--- src/rtl/lc3b_types.sv ---
// Shared LC-3b MEM-stage types: memory operation codes and sequencer states.
package lc3b_types;

  typedef enum logic [2:0] {
    MOP_NONE = 3'd0,
    MOP_LD   = 3'd1,
    MOP_ST   = 3'd2,
    MOP_LDI  = 3'd3,
    MOP_STI  = 3'd4
  } lc3b_memop;

  typedef enum logic [1:0] {
    IDLE   = 2'd0,
    FIRST  = 2'd1,
    SECOND = 2'd2,
    DONE   = 2'd3
  } mem_seq_state;

  // Indirect ops need a pointer fetch before the real access.
  function automatic logic is_indirect(input lc3b_memop op);
    return (op == MOP_LDI) || (op == MOP_STI);
  endfunction

endpackage

--- src/rtl/mem_sequencer_if.sv ---
// MEM-stage request / D-cache handshake bundle for mem_sequencer.
import lc3b_types::*;

interface mem_sequencer_if;
  logic        mem_op_valid;
  lc3b_memop   mem_op;
  logic        dcache_resp;
  logic        dcache_read;
  logic        dcache_write;
  logic        indirectmux_sel;
  logic        load_save;
  logic        save_valid;
  logic        stall_pipe;
  logic        mem_done;
  logic        mem_timeout;
  logic [15:0] access_count;

  modport master (
    output mem_op_valid, mem_op, dcache_resp,
    input  dcache_read, dcache_write, indirectmux_sel, load_save, save_valid,
           stall_pipe, mem_done, mem_timeout, access_count
  );

  modport slave (
    input  mem_op_valid, mem_op, dcache_resp,
    output dcache_read, dcache_write, indirectmux_sel, load_save, save_valid,
           stall_pipe, mem_done, mem_timeout, access_count
  );
endinterface

--- src/rtl/mem_sequencer_wait_counter.sv ---
// Per-access wait-cycle counter; saturates at TIMEOUT and flags expiry.
module mem_wait_counter #(
  parameter logic [7:0] TIMEOUT = 8'd255
) (
  input  logic clk,
  input  logic reset_n,
  input  logic clear,
  input  logic enable,
  output logic expired
);

  logic [7:0] count;

  always_ff @(posedge clk or negedge reset_n) begin
    if (!reset_n)
      count <= '0;
    else if (clear)
      count <= '0;
    else if (enable && (count != TIMEOUT))
      count <= count + 8'd1;
  end

  assign expired = (count == TIMEOUT);

endmodule

--- src/rtl/mem_sequencer.sv ---
// MEM-stage D-cache sequencer: direct (LD/ST) and two-access indirect (LDI/STI) ops.
import lc3b_types::*;

module mem_sequencer #(
  parameter logic [7:0] TIMEOUT = 8'd255
) (
  input  logic            clk,
  input  logic            reset_n,
  mem_sequencer_if.slave  bus
);

  mem_seq_state state_q, state_d;
  lc3b_memop    op_q, op_d;
  logic         cnt_clear, cnt_enable, expired;
  logic         resp_taken;
  logic         timeout_q;
  logic [15:0]  access_q;

  logic rd, wr, mux_sel, ld_save, sv_valid, stall, done;

  mem_wait_counter #(.TIMEOUT(TIMEOUT)) u_wait (
    .clk     (clk),
    .reset_n (reset_n),
    .clear   (cnt_clear),
    .enable  (cnt_enable),
    .expired (expired)
  );

  always_comb begin
    state_d    = state_q;
    op_d       = op_q;
    cnt_clear  = 1'b0;
    cnt_enable = 1'b0;
    resp_taken = 1'b0;
    rd         = 1'b0;
    wr         = 1'b0;
    mux_sel    = 1'b0;
    ld_save    = 1'b0;
    sv_valid   = 1'b0;
    stall      = 1'b0;
    done       = 1'b0;

    case (state_q)
      IDLE: begin
        if (bus.mem_op_valid && (bus.mem_op != MOP_NONE)) begin
          stall     = 1'b1;
          op_d      = bus.mem_op;
          cnt_clear = 1'b1;
          state_d   = FIRST;
        end
      end
      FIRST: begin
        stall = 1'b1;
        wr    = (op_q == MOP_ST);
        rd    = (op_q == MOP_LD) || is_indirect(op_q);
        if (bus.dcache_resp) begin
          resp_taken = 1'b1;
          if (is_indirect(op_q)) begin
            ld_save   = 1'b1;
            cnt_clear = 1'b1;
            state_d   = SECOND;
          end else begin
            state_d = DONE;
          end
        end else begin
          cnt_enable = 1'b1;
        end
      end
      SECOND: begin
        stall    = 1'b1;
        mux_sel  = 1'b1;
        sv_valid = 1'b1;
        rd       = (op_q == MOP_LDI);
        wr       = (op_q == MOP_STI);
        if (bus.dcache_resp) begin
          resp_taken = 1'b1;
          state_d    = DONE;
        end else begin
          cnt_enable = 1'b1;
        end
      end
      DONE: begin
        done     = 1'b1;
        sv_valid = is_indirect(op_q);
        state_d  = IDLE;
      end
      default: state_d = IDLE;
    endcase
  end

  always_ff @(posedge clk or negedge reset_n) begin
    if (!reset_n) begin
      state_q   <= IDLE;
      op_q      <= MOP_NONE;
      timeout_q <= 1'b0;
      access_q  <= '0;
    end else begin
      state_q   <= state_d;
      op_q      <= op_d;
      timeout_q <= timeout_q | expired;
      if (resp_taken)
        access_q <= access_q + 16'd1;
    end
  end

  // Gating with reset_n keeps the combinational IDLE stall from leaking out while in reset.
  assign bus.dcache_read     = reset_n & rd;
  assign bus.dcache_write    = reset_n & wr;
  assign bus.indirectmux_sel = reset_n & mux_sel;
  assign bus.load_save       = reset_n & ld_save;
  assign bus.save_valid      = reset_n & sv_valid;
  assign bus.stall_pipe      = reset_n & stall;
  assign bus.mem_done        = reset_n & done;
  assign bus.mem_timeout     = reset_n & (timeout_q | expired);
  assign bus.access_count    = access_q;

endmodule

--- src/flat_wrapper.sv ---
// flat-port wrapper written by rule: the top's interface ports become plain ports
module mem_sequencer_flat 
#(
  parameter logic [7:0] TIMEOUT = 8'd255
)
  (clk, reset_n, bus_mem_op_valid, bus_mem_op, bus_dcache_resp, bus_dcache_read, bus_dcache_write, bus_indirectmux_sel, bus_load_save, bus_save_valid, bus_stall_pipe, bus_mem_done, bus_mem_timeout, bus_access_count);
  mem_sequencer_if bus_i ();
  input  logic clk;
  input  logic reset_n;
  input wire logic [$bits(bus_i.mem_op_valid)-1:0] bus_mem_op_valid;
  input wire logic [$bits(bus_i.mem_op)-1:0] bus_mem_op;
  input wire logic [$bits(bus_i.dcache_resp)-1:0] bus_dcache_resp;
  output wire logic [$bits(bus_i.dcache_read)-1:0] bus_dcache_read;
  output wire logic [$bits(bus_i.dcache_write)-1:0] bus_dcache_write;
  output wire logic [$bits(bus_i.indirectmux_sel)-1:0] bus_indirectmux_sel;
  output wire logic [$bits(bus_i.load_save)-1:0] bus_load_save;
  output wire logic [$bits(bus_i.save_valid)-1:0] bus_save_valid;
  output wire logic [$bits(bus_i.stall_pipe)-1:0] bus_stall_pipe;
  output wire logic [$bits(bus_i.mem_done)-1:0] bus_mem_done;
  output wire logic [$bits(bus_i.mem_timeout)-1:0] bus_mem_timeout;
  output wire logic [$bits(bus_i.access_count)-1:0] bus_access_count;
  assign bus_i.mem_op_valid = bus_mem_op_valid;
  assign bus_i.mem_op = bus_mem_op;
  assign bus_i.dcache_resp = bus_dcache_resp;
  assign bus_dcache_read = bus_i.dcache_read;
  assign bus_dcache_write = bus_i.dcache_write;
  assign bus_indirectmux_sel = bus_i.indirectmux_sel;
  assign bus_load_save = bus_i.load_save;
  assign bus_save_valid = bus_i.save_valid;
  assign bus_stall_pipe = bus_i.stall_pipe;
  assign bus_mem_done = bus_i.mem_done;
  assign bus_mem_timeout = bus_i.mem_timeout;
  assign bus_access_count = bus_i.access_count;
  mem_sequencer #(.TIMEOUT(TIMEOUT)) u_core (.clk(clk), .reset_n(reset_n), .bus(bus_i));
endmodule
--- config.mk ---
export PLATFORM = sky130hd
export DESIGN_NAME = mem_sequencer_flat
export DESIGN_NICKNAME = d
export VERILOG_FILES = /design/src/rtl/lc3b_types.sv /design/src/rtl/mem_sequencer_if.sv /design/src/rtl/mem_sequencer_wait_counter.sv /design/src/rtl/mem_sequencer.sv /design/src/flat_wrapper.sv
export SDC_FILE = /design/constraint.sdc
export NUM_CORES = 1
export LEC_CHECK = 0
export CORE_ASPECT_RATIO = 1.75
export CORE_MARGIN = 1.5
export CORE_UTILIZATION = 45
export CTS_BUF_LIST = sky130_fd_sc_hd__clkbuf_4 sky130_fd_sc_hd__clkbuf_8
export DETAILED_ROUTE_END_ITERATION = 10
export PLACE_DENSITY = 0.71
export SKIP_CTS_REPAIR_TIMING = 1
export SYNTH_ARGS = -nofsm -noshare
export SYNTH_HDL_FRONTEND = slang
export SYNTH_SLANG_ARGS = --single-unit
--- constraint.sdc ---
create_clock -name clk -period 2.4 [get_ports clk]
set_input_delay 0.24 -clock clk [delete_from_list [all_inputs] [get_ports clk]]
set_output_delay 0.24 -clock clk [all_outputs]
set_load 0.005 [all_outputs]
======== After elaboration in Yosys (flattened, before gate mapping) ========
Cells that the tools add are included.
Widths: inputs -> output; s select.
storage, ports and cells
  output and inout bits ................... 24
  bits in registers ....................... 30
  logic and storage cells ................. 60
  input bits .............................. 7
cells by class
  reduce and logical (&&, ||, !) cells .... 10
  add/sub/neg operators ................... 2
  equal/unequal tests ..................... 12
  bitwise logic cells ..................... 9
  mux-type cells .......................... 22
operators by type and width
  operator               number
  $add 16x1->16 const B  1
  $mux 8                 2
  $mux 1                 11
  $pmux 1 s2             5
  $add 8x1->8 const B    1
  $and 1x1->1            8
  $eq 8x8->1 const B     1
  $ne 8x8->1 const B     1
  $pmux 2 s4             1
  $eq 3x2->1 const B     2
  $mux 2                 3
  $eq 2x2->1 const B     2
  $ne 2x2->1 const B     2
  $eq 3x1->1 const B     1
  $eq 3x3->1 const B     1
  $reduce_and 3->1       1
  $reduce_bool 3->1      1
  $eq 2x1->1 const B     1
  $logic_and 1x1->1      2
  $logic_not 2->1        1
  $logic_or 1x1->1       2
  $ne 2x1->1 const B     1
  $reduce_and 2->1       1
  $reduce_bool 2->1      1
  2 further kinds        2

======== Longest topological paths before layout ========
Gate-level depths: netlist (run 1).
  word-level depth ........................ 6
  depth in mapped cells ................... 6
  depth with buffers taken out ............ 6

======== Modules after synthesis ========
A second synthesis (run 1) with hierarchy kept.
unflattened totals
  cells, all modules ...................... 153
  area total of the unflattened synthesis .. 1,631.6 um^2
modules (own cells, without submodules)
  module            sequential area each (um^2)  instances  cells an instance  area each (um^2)
  mem_sequencer     550.5                        1          106                1,162.4
  mem_wait_counter  200.2                        1          47                 469.2

======== Least setup slack after synthesis (run 1) ========
No wires, ideal clock.
  path kind ............................... register -> register
  from .................................... register u_core.state_q[0]
  to ...................................... register u_core.access_q[13] (netlist: u_core.bus.access_count[13])
  required time ........................... 2.277 ns
  stages on the path, launching flop included .. 7
  period minus slack after synthesis ...... 1.667 ns
  arrival ................................. 1.544 ns
  setup slack ............................. 0.733 ns
  setup time .............................. 0.123 ns
  buffers on the path ..................... 0
  cell sequence ........................... dfrtp_1 -> inv_1 -> ha_1 -> nand2_2 -> nor4_4 -> nand3_1 -> xnor2_1
between the ends
  cells in the longest elaborated chain, start to end .. 3
  elaborated cells on any way between the ends .. 4
  classes of those cells .................. eq/ne: 2; mux: 1; reduce/logical: 1
RTL lines
  what                                      RTL line              text
  start: declaration                        mem_sequencer.sv:12   mem_seq_state state_q, state_d;
  start signal: assignment                  mem_sequencer.sv:98   state_q <= state_d;
  $eq 2x1->1 or $eq 2x2->1 (tied branches)  mem_sequencer.sv:43   case (state_q)
  $reduce_or 2->1 (no source line) *        -
  $mux 1 *                                  -
  end signal: assignment                    mem_sequencer.sv:102  access_q <= access_q + 16'd1;
  end: declaration                          mem_sequencer.sv:17   logic [15:0] access_q;
Mark *: on every way between the ends. The rest lies on a longest branch, timed or not.
A chain may end at the register's enable or synchronous reset.

======== Worst setup path after layout (run 1) ========
  from .................................... register u_core.state_q[0]
  to ...................................... output bus_stall_pipe
between the ends
  cells in the longest elaborated chain, start to end .. 4
  elaborated cells on any way between the ends .. 6
  classes of those cells .................. eq/ne: 2; mux: 1; bitwise: 1; reduce/logical: 2
RTL lines
  what                                      RTL line              text
  $eq 2x1->1 or $eq 2x2->1 (tied branches)  mem_sequencer.sv:43
  $reduce_or 2->1 (no source line)          -
  $pmux 1 s2 *                              mem_sequencer.sv:43
  $and 1x1->1 *                             mem_sequencer.sv:112  assign bus.stall_pipe = reset_n & stall;
  end: declaration                          flat_wrapper.sv:18    output wire logic [$bits(bus_i.stall_pipe)-1:0] bus_stall_pipe;
Marks and branches as above.

==> impl_results.md, run 1 <==
* Clk pin slew, worst setup/hold paths at 0.06 ns
* P_leak at 0.894 nW
* Core Area at 3400 µm²
* Setup Skew at 0.00352 ns
* Dominant synthesized flop cell: dfrtp_1
* Vias at 1251
* Pwr dens at 1020 nW/µm²
* Worst setup path startpoint: u_core.state_q[0]$_DFFE_PN0P_
* Die Y at 82.2 µm
* Pins Over Slew Limit at 0
* CTS Buf Count at 5
* Most frequent cells in the layout: 30 x clkdlybuf4s50_1, 30 x dfrtp_1, 13 x nor2_1, 11 x xnor2_1, 10 x nand3_1
* Antenna Cells at 0
* Max_cap viols at 0
* Synth Instances at 147
* Final Hold Vio Count at 0
* Final worst slack at 0.0557 ns
* VDD IR max at 0.000752 V
* Critical Path Start Type: register
* Fmax achieved at 427 MHz
* Clk root buf: clkbuf_8
* Worst hold slack at 0.262 ns
* Total track usage at 20.6%
* Area growth syn-to-layout at 31.8%
* # DRC at 0
* Slew headroom at 72.5%
* Syn Area/Cell at 11.0 µm²
* Starting Density at 47.4%
* Hold Crit Class: input pin to async pin
* Worst Path Arrival at 2.10 ns
* Required @ worst endpoint at 2.16 ns
* Max Buffers Root-to-Sink at 2
* Post-DP HPWL at 2590 µm
* Drt pass-1 iters at 4
* Sequential share of the synthesized area at 46.6%
* PortBufs at 30
* Worst Tran Pin Value at 0.412 ns
* Final setup fails at 0
* Status: completed
* H-tree Lvls at 2
* Die ar. at 3960 µm²
* Initial antenna violation count at 0
* RSZ-0062 raised after global routing: yes
* CP Capture Type: primary output
* Minimum clock period at 2.34 ns
* Vias in the first global route at 1242
* Post-synthesis cell type count at 46
* Final period utilization at 97.7%
* Routed wire per std cell at 14.7 µm
* Area of placed instances at 1990 µm²
* GP Congestion at 0.800
* #FFs+latches synth at 30
* Global-route wire length before repair at 5670 µm
* Filler cell count at 290
* Routed Antenna Nets at 0
* Final #Nets at 201
* Mapped cell area at 1610 µm²
* Pre-CTS setup slack at 0.238 ns
* Grt ovf at 0
* Crit-path max FO at 5
* Post-layout util at 62.5%
* Async S/R FF share, synth at 100%
* Top cell type's share of synthesized area at 46.6%
* Clk sinks at 30
* Pin count of the biggest net entering global routing at 28
* Skew-Pair Late Insertion Delay at 0.28 ns
* Drt via density at 5.37
* Routed WL at 3430 µm
* Net Count, Synth at 161
* Ys Warns at 0
* Share of layout cells above drive strength 1 at 17.6%
* WS Path Type: register to primary output
* Initial DRC Count at 23
* CTS tree: built
* Post-layout instance area at 2120 µm²
* Post-synth EDFFs at 0
* Total power at 0.00216 W
* FF-to-FF Start: u_core.state_q[0]$_DFFE_PN0P_
* I/O pins at 31
* Area contributors post-synth: dfrtp_1 47%, xnor2_1 6.0%, ha_1 5.4%
* Row cnt at 28
* Die width at 48.2 µm
* Synth area leader: dfrtp_1
[worst paths after layout]
| kind | endpoint | slack, ns | cells past startpoint |
|---|---|---|---|
| max | bus_stall_pipe | 0.06 | 6 |
| min | u_core.op_q[2]$_DFFE_PN0P_ | 0.26 | 1 |
| max reg2reg | u_core.bus.access_count[14]$_DFFE_PN0P_ | 0.62 | 6 |
| min reg2reg | u_core.timeout_q$_DFF_PN0_ | 0.46 | 1 |
| max in group asynchronous | u_core.u_wait.count[0]$_DFFE_PN0P_ | 1.36 | 3 |
| min in group clk | u_core.timeout_q$_DFF_PN0_ | 0.46 | 1 |
[layer usage]
layer  track usage (%)  vias up  share of wire (%)
li1                  -      604                  -
met1              24.2      611                 40
met2              34.3       31                 54
met3              5.43        5                4.1
met4              7.30        0                1.8
met5                 0        -                  0
[flip-flops by register name, indices dropped and copies added (netlist names)]
| signal | flops |
|---|---|
| u_core.bus.access_count | 16 |
| u_core.u_wait.count | 8 |
| u_core.op_q | 3 |
| u_core.state_q | 2 |
| u_core.timeout_q | 1 |
[Yosys cell counts, types with 2 or more instances]
| master | number |
|---|---|
| inv_1 | 6 |
| xor2_1 | 8 |
| a211oi_1 | 3 |
| ha_1 | 7 |
| nand3b_1 | 2 |
| dfrtp_1 | 30 |
| a21oi_1 | 3 |
| and2_1 | 2 |
| xnor2_1 | 11 |
| nand2_1 | 8 |
| nand3_1 | 10 |
| mux2_2 | 4 |
| o21ai_0 | 3 |
| nand4_1 | 3 |
| and3_1 | 2 |
| nor2_1 | 13 |
| nor3b_1 | 3 |
[stage by stage]
step	TNS, ns	instances
finish	0	233
global route	-0.0135	233
CTS	-0.0484	233
detailed placement	0	225
global placement	0	225
floorplan	0	147
[report_power, final]
group	switching, W	internal (W)
Sequential	0.000166	0.000636
Combinational	0.000451	0.000480
Clock	0.000181	0.000242
[cell families after synthesis]
group	share of synthesized area (%)
compound gates	10.3
xor+xnor	10.3
fa+ha+maj	5.43
buf+inv	1.40
flops	46.6
mux	3.42
simple gates	22.5
[critical path, stage by stage, from the launching register on]
cell and delay [ns]:
dfrtp_1 0.43, inv_2 0.14, ha_4 0.17, o311ai_4 0.13, and2b_2 0.23, nor3b_1 0.20
clkdlybuf4s50_1 0.53
[layout make-up]
type,instances,area [µm²],area share [%]
Multi-Input combinational cell,111,876,41.2
Inverter,6,22.5,1.06
Sequential cell,30,751,35.4
Clock buffer,7,90.1,4.24
Timing Repair Buffer,33,323,15.2
Clock inverter,1,5.00,0.236
Tap cell,45,56.3,2.65
(Power assumes the default switching activity.)
==> run 2: changes to the inputs <==
Settings changed: SLEW_MARGIN set to 20.
==> results of run 2 <==
Final layout, timing and power as in run 1 (identical DEF).
